<file path="src/rtl/cdb_arbiter_pkg.sv">
// ---------------------------------------------------------------------------
// cdb_arbiter_pkg
// Shared definitions for the Common Data Bus arbiter: requester count,
// source indices and the CDB_PACKET broadcast format.
// No ports (package).
// ---------------------------------------------------------------------------
package cdb_arbiter_pkg;

    // Requester count and fixed source positions on the arbiter.
    localparam int CDB_NUM_REQ  = 3;
    localparam int CDB_SRC_ALU  = 0;
    localparam int CDB_SRC_MULT = 1;
    localparam int CDB_SRC_LSQ  = 2;

    localparam int CDB_TAG_W  = 6;
    localparam int CDB_DATA_W = 32;

    // Result broadcast. .valid qualifies the packet on the CDB; on the
    // requester side it is ignored (req_valid is the qualifier).
    typedef struct packed {
        logic                  valid;
        logic [CDB_TAG_W-1:0]  tag;
        logic [CDB_DATA_W-1:0] value;
    } CDB_PACKET;

endpackage

</file>
<file path="src/rtl/cdb_arbiter_rr_arbiter.sv">
// ---------------------------------------------------------------------------
// rr_arbiter
// Combinational round-robin arbiter. Grants the first asserted request at
// or after index ptr, wrapping from NUM_REQ-1 back to 0.
// Ports:
//   req  [NUM_REQ]  request vector
//   ptr  [PTR_W]    highest-priority index this cycle
//   gnt  [NUM_REQ]  one-hot grant, all zero when nothing requests
// ---------------------------------------------------------------------------
module rr_arbiter #(
    parameter int NUM_REQ = 3,
    parameter int PTR_W   = (NUM_REQ > 1) ? $clog2(NUM_REQ) : 1
) (
    input  logic [NUM_REQ-1:0] req,
    input  logic [PTR_W-1:0]   ptr,
    output logic [NUM_REQ-1:0] gnt
);

    logic found;
    int   idx;

    // Walk the requesters in priority order starting at ptr; the first hit
    // wins and later hits are masked by found.
    always_comb begin
        gnt   = '0;
        found = 1'b0;
        idx   = 0;
        for (int k = 0; k < NUM_REQ; k++) begin
            idx = (int'(ptr) + k) % NUM_REQ;
            if (!found && req[idx]) begin
                gnt[idx] = 1'b1;
                found    = 1'b1;
            end
        end
    end

endmodule

</file>
<file path="src/rtl/cdb_arbiter.sv">
// ---------------------------------------------------------------------------
// cdb_arbiter
// Shares the single Common Data Bus between the result sources (ALU, MULT,
// LSQ load return). Each source has a one-entry holding buffer; a
// round-robin arbiter picks one buffered result per cycle and drives a
// registered broadcast packet. Squash empties everything in flight.
// Ports:
//   clock       system clock
//   reset       asynchronous, active-high reset
//   squash      mispredict flush, synchronous, level-sensitive
//   req_valid   [NUM_REQ] requester i presents a result
//   req_packet  [NUM_REQ] result payload per requester
//   req_ready   [NUM_REQ] requester i may hand off this cycle
//   cdb_packet  registered broadcast; .valid qualifies it
//   grant_oh    [NUM_REQ] registered one-hot source of cdb_packet
// ---------------------------------------------------------------------------
module cdb_arbiter
    import cdb_arbiter_pkg::*;
#(
    parameter int NUM_REQ = CDB_NUM_REQ,
    parameter int PTR_W   = (NUM_REQ > 1) ? $clog2(NUM_REQ) : 1
) (
    input  logic               clock,
    input  logic               reset,
    input  logic               squash,
    input  logic [NUM_REQ-1:0] req_valid,
    input  CDB_PACKET          req_packet [NUM_REQ],
    output logic [NUM_REQ-1:0] req_ready,
    output CDB_PACKET          cdb_packet,
    output logic [NUM_REQ-1:0] grant_oh
);

    logic [NUM_REQ-1:0] hold_valid;
    CDB_PACKET          hold_pkt [NUM_REQ];
    logic [PTR_W-1:0]   rr_ptr;

    logic [NUM_REQ-1:0] gnt;
    logic [NUM_REQ-1:0] accept;
    logic [PTR_W-1:0]   gnt_idx;
    logic [PTR_W-1:0]   next_ptr;
    CDB_PACKET          granted_pkt;

    rr_arbiter #(
        .NUM_REQ (NUM_REQ),
        .PTR_W   (PTR_W)
    ) u_rr_arbiter (
        .req (hold_valid),
        .ptr (rr_ptr),
        .gnt (gnt)
    );

    // Handshake: a requester transfers on an edge where req_valid[i] and
    // req_ready[i] are both high. req_ready[i] is high when the buffer is
    // empty or is being drained by this cycle's grant, and never during
    // squash. Once req_valid is raised and not yet accepted, the requester
    // keeps req_valid/req_packet stable.
    always_comb begin
        for (int i = 0; i < NUM_REQ; i++) begin
            req_ready[i] = !squash && (!hold_valid[i] || gnt[i]);
        end
        accept = req_valid & req_ready;
    end

    // Encode the one-hot grant and work out the pointer that follows it.
    always_comb begin
        gnt_idx = '0;
        for (int i = 0; i < NUM_REQ; i++) begin
            if (gnt[i]) gnt_idx = PTR_W'(i);
        end
        next_ptr = (gnt_idx == PTR_W'(NUM_REQ - 1)) ? '0 : gnt_idx + PTR_W'(1);
        granted_pkt       = hold_pkt[gnt_idx];
        granted_pkt.valid = 1'b1;
    end

    always_ff @(posedge clock or posedge reset) begin
        if (reset) begin
            hold_valid <= '0;
            for (int i = 0; i < NUM_REQ; i++) hold_pkt[i] <= '0;
            rr_ptr     <= '0;
            cdb_packet <= '0;
            grant_oh   <= '0;
        end else if (squash) begin
            // Flush: no arbitration, pointer left where it was.
            hold_valid       <= '0;
            cdb_packet.valid <= 1'b0;
            grant_oh         <= '0;
        end else begin
            // A granted buffer that also accepts is reloaded in place,
            // so a streaming source sees no bubble.
            for (int i = 0; i < NUM_REQ; i++) begin
                if (accept[i]) begin
                    hold_valid[i] <= 1'b1;
                    hold_pkt[i]   <= req_packet[i];
                end else if (gnt[i]) begin
                    hold_valid[i] <= 1'b0;
                end
            end
            if (|gnt) begin
                cdb_packet <= granted_pkt;
                grant_oh   <= gnt;
                rr_ptr     <= next_ptr;
            end else begin
                // Payload fields keep their last value; only valid drops.
                cdb_packet.valid <= 1'b0;
                grant_oh         <= '0;
            end
        end
    end

endmodule
</file>
<file path="config.mk">
export PLATFORM = sky130hd
export DESIGN_NAME = cdb_arbiter
export DESIGN_NICKNAME = d
export VERILOG_FILES = /design/src/rtl/cdb_arbiter_pkg.sv /design/src/rtl/cdb_arbiter_rr_arbiter.sv /design/src/rtl/cdb_arbiter.sv
export SDC_FILE = /design/constraint.sdc
export NUM_CORES = 1
export LEC_CHECK = 0
export CAP_MARGIN = 20
export CORE_MARGIN = 2
export CORE_UTILIZATION = 40
export CTS_CLUSTER_DIAMETER = 30
export DETAILED_ROUTE_END_ITERATION = 12
export MAX_ROUTING_LAYER = met4
export PLACE_DENSITY = 0.77
export SLEW_MARGIN = 20
export SYNTH_ARGS = -nofsm -noshare
export SYNTH_HDL_FRONTEND = slang
export SYNTH_SLANG_ARGS = --single-unit
</file>
<file path="constraint.sdc">
create_clock -name clock -period 6.25 [get_ports clock]
set_input_delay 0.625 -clock clock [delete_from_list [all_inputs] [get_ports clock]]
set_output_delay 0.625 -clock clock [all_outputs]
set_load 0.03 [all_outputs]
</file>
==> impl_metrics.py <==
metrics = {
    "run_status": {
        "status": "completed",
    },
    "yosys": {
        "synthArstFlopShare_pct": 100,
        "synth-main-ff-cell": "dfrtp_1",
        "synthCells": 516,
        "yosysWarnings": 0,
        "synth.avg_cell_area_um2": 13.7,
        "synth_area_um2": 7050,
        "synth_nets": 643,
        "yosysSeqAreaShare_pct": 57.2,
        "synth_seq_cells": 161,
        "synth-edff-count": 0,
        "yosysUniqueCellTypes": 36,
    },
    "final_layout": {
        "mostFrequentLayoutCells": "clkdlybuf4s50_1, dfrtp_1, mux2_2",
        "drive_gt1_share_pct": 24.1,
        "final_common_cell": "clkdlybuf4s50_1",
        "antenna_cells": 0,
        "area_growth_pct": 34.0,
        "finalNetCount": 799,
    },
    "floorplanning": {
        "die_y_um": 137,
        "core_area_um2": 17200,
        "start_util_pct": 40.9,
        "die_w_um": 137,
        "core.rowCount": 48,
        "die_area_um2": 18700,
        "io_pins": 168,
    },
    "flow_run": {
        "maxCapViolations": 0,
    },
    "route": {
        "antenna_left": 0,
        "drt-initial-drc-count": 211,
        "vias": 4680,
        "drc": 0,
        "post_drt_via_cell_ratio": 5.14,
        "wl_mm": 16.3,
        "drtPass1Iterations": 4,
        "wire_per_inst_um": 17.9,
    },
    "power_and_ir_drop": {
        "p_int_w": 0.00309,
        "pwr-share-comb_pct": 43.6,
        "power.total_w": 0.00479,
        "power_frac_seq_pct": 34.7,
        "p_per_area_nw_per_um2": 507,
        "p_switching_w": 0.00170,
        "pwr-share-clk_pct": 21.7,
        "power_leakage_nw": 4.02,
        "ir_drop_uv": 274,
        "netSwitchingFraction_pct": 35.5,
    },
    "timing": {
        "timing.hold.ws_ns": 0.482,
        "finalSetupViolCount": 0,
        "layout_min_cycle_time_ns": 4.04,
        "tns_ns": 0,
        "fin_ws_ns": 2.21,
        "slew_headroom_pct": 27.1,
        "period_share_pct": 64.6,
        "final_max_slew_viol_count": 0,
        "rsz0062_at_grt": "no",
        "max_freq_ghz": 0.248,
        "worstMarginPinSlew_ns": 1.09,
        "hold_viol_final": 0,
        "skew_ns": 0.0122,
    },
    "grt": {
        "grt_pass1_vias": 5034,
        "antenna_found_initial": 0,
        "grt_first_pass_wirelength_mm": 25.9,
        "overflow": 0,
        "grt_max_degree": 90,
        "grt.total_usage_pct": 18.6,
    },
    "cts": {
        "tritoncts": "done",
        "htreeDepth": 4,
        "clk_pin_slew_ns": 0.06,
        "clk_latency_ns": 0.42,
        "ctsRootBufferMaster": "clkbuf_16",
        "cts_buffer_depth": 2,
        "ctsResizeCount": 0,
        "numCtsBuffers": 17,
        "ctsHoldBuffers": 0,
        "cts.sinks": 161,
        "post_cts.repair.setup_buffers": 0,
    },
    "critical_path": {
        "worst_setup_path_end_kind": "output port",
        "max_stage_delay_ns": 0.84,
        "crit_arrival_ns": 3.41,
        "worstPathMaxFanout": 44,
        "crit_chain": "inv_1 -> ha_1 -> mux2i_1 -> or2_1 -> a32o_4 -> a21oi_2 -> clkdlybuf4s50_1",
        "slowest_stage": "a32o_4",
        "critical_path.top_delay_family": "compound AO/OA/AOI/OAI gates",
        "critPathKind": "register to output port",
        "critPathRequiredTime_ns": 5.62,
        "critPathBufInv": 2,
        "startpoint_type": "register",
    },
    "place": {
        "place_hpwl_mm": 10.6,
        "pre_cts_slack_ns": 2.52,
        "portBuffers": 164,
        "gp_congestion": 0.769,
    },
    "hold_path": {
        "hold_class": "register to register",
    },
}
==> cell families (layout without fill, tap and decap cells) <==
kind of cell	Yosys count	in the layout	share of synthesized area [%]
AND/OR/NAND/NOR	64	64	4.06
buffers and inverters	36	205	3.18
flip-flops	161	161	57.2
AO/OA/AOI/OAI	58	58	4.79
adder cells (fa/ha/maj)	4	4	0.710
multiplexers	193	193	30.1
==> worst paths after layout <==
kind	to	cells after the start	slack [ns]	startpoint
min reg2reg	hold_pkt[71]	1	0.48	hold_pkt[71]
max	req_ready[1]	7	2.21	rr_ptr[1]
min in group asynchronous	hold_pkt[95]	2	0.73	reset
max in group asynchronous	hold_pkt[81]	3	4.07	reset
min	hold_pkt[71]	1	0.48	hold_pkt[71]
max reg2reg	cdb_packet[21]	8	2.62	rr_ptr[1]
==> layer usage <==
| layer | vias up | track usage [%] | wire, µm |
|---|---|---|---|
| li1 | 2138 | - | - |
| met1 | 2391 | 23.2 | 7160 |
| met2 | 130 | 30.3 | 8160 |
| met3 | 21 | 4.19 | 754 |
| met4 | 0 | 5.79 | 242 |
| met5 | - | - | 0 |
==> flip-flops by register name, indices dropped and copies added (netlist names) <==
| signal | count |
|---|---|
| cdb_packet | 39 |
| grant_oh | 3 |
| hold_pkt | 114 |
| hold_valid | 3 |
| rr_ptr | 2 |
==> area by class of cell <==
type	count	area, µm²
multi-input combinational	319	2840
clock inverter	11	128
sequential	161	4030
timing repair buffer	168	1670
inverter	5	23.8
tap	225	282
clock buffer	21	470
fill	1379	7790
==> synth_stat cells, types with 4 or more instances <==
master | number | area [µm²]
inv_1 | 5 | 18.8
a21oi_1 | 45 | 225
ha_1 | 4 | 50.1
mux2_1 | 33 | 372
buf_2 | 11 | 55.1
buf_4 | 4 | 30.0
clkbuf_1 | 9 | 33.8
mux2_2 | 119 | 1340
buf_6 | 5 | 56.3
dfrtp_1 | 161 | 4030
nor2_1 | 48 | 180
mux2i_1 | 41 | 410
==> power groups by stage <==
stage / Clock [W] / Sequential [W] / Combinational [W]
2_1_floorplan: 0 / 0.00190 / 0.00120
3_3_place_gp: 0 / 0.00165 / 0.00203
3_5_place_dp: 0 / 0.00168 / 0.00210
4_1_cts: 0.00107 / 0.00167 / 0.00211
5_1_grt: 0.00111 / 0.00172 / 0.00225
6_report: 0.00104 / 0.00166 / 0.00209
==> metrics by stage <==
stage | std cells | area, µm² | utilization [%]
finish | 910 | 9450 | 54.8
global route | 910 | 9450 | 54.8
CTS | 910 | 9450 | 54.8
detailed placement | 878 | 8850 | 51.3
global placement | 878 | 8850 | 51.3
floorplan | 516 | 7050 | -
No activity file was read; power rests on OpenSTA's default activity.
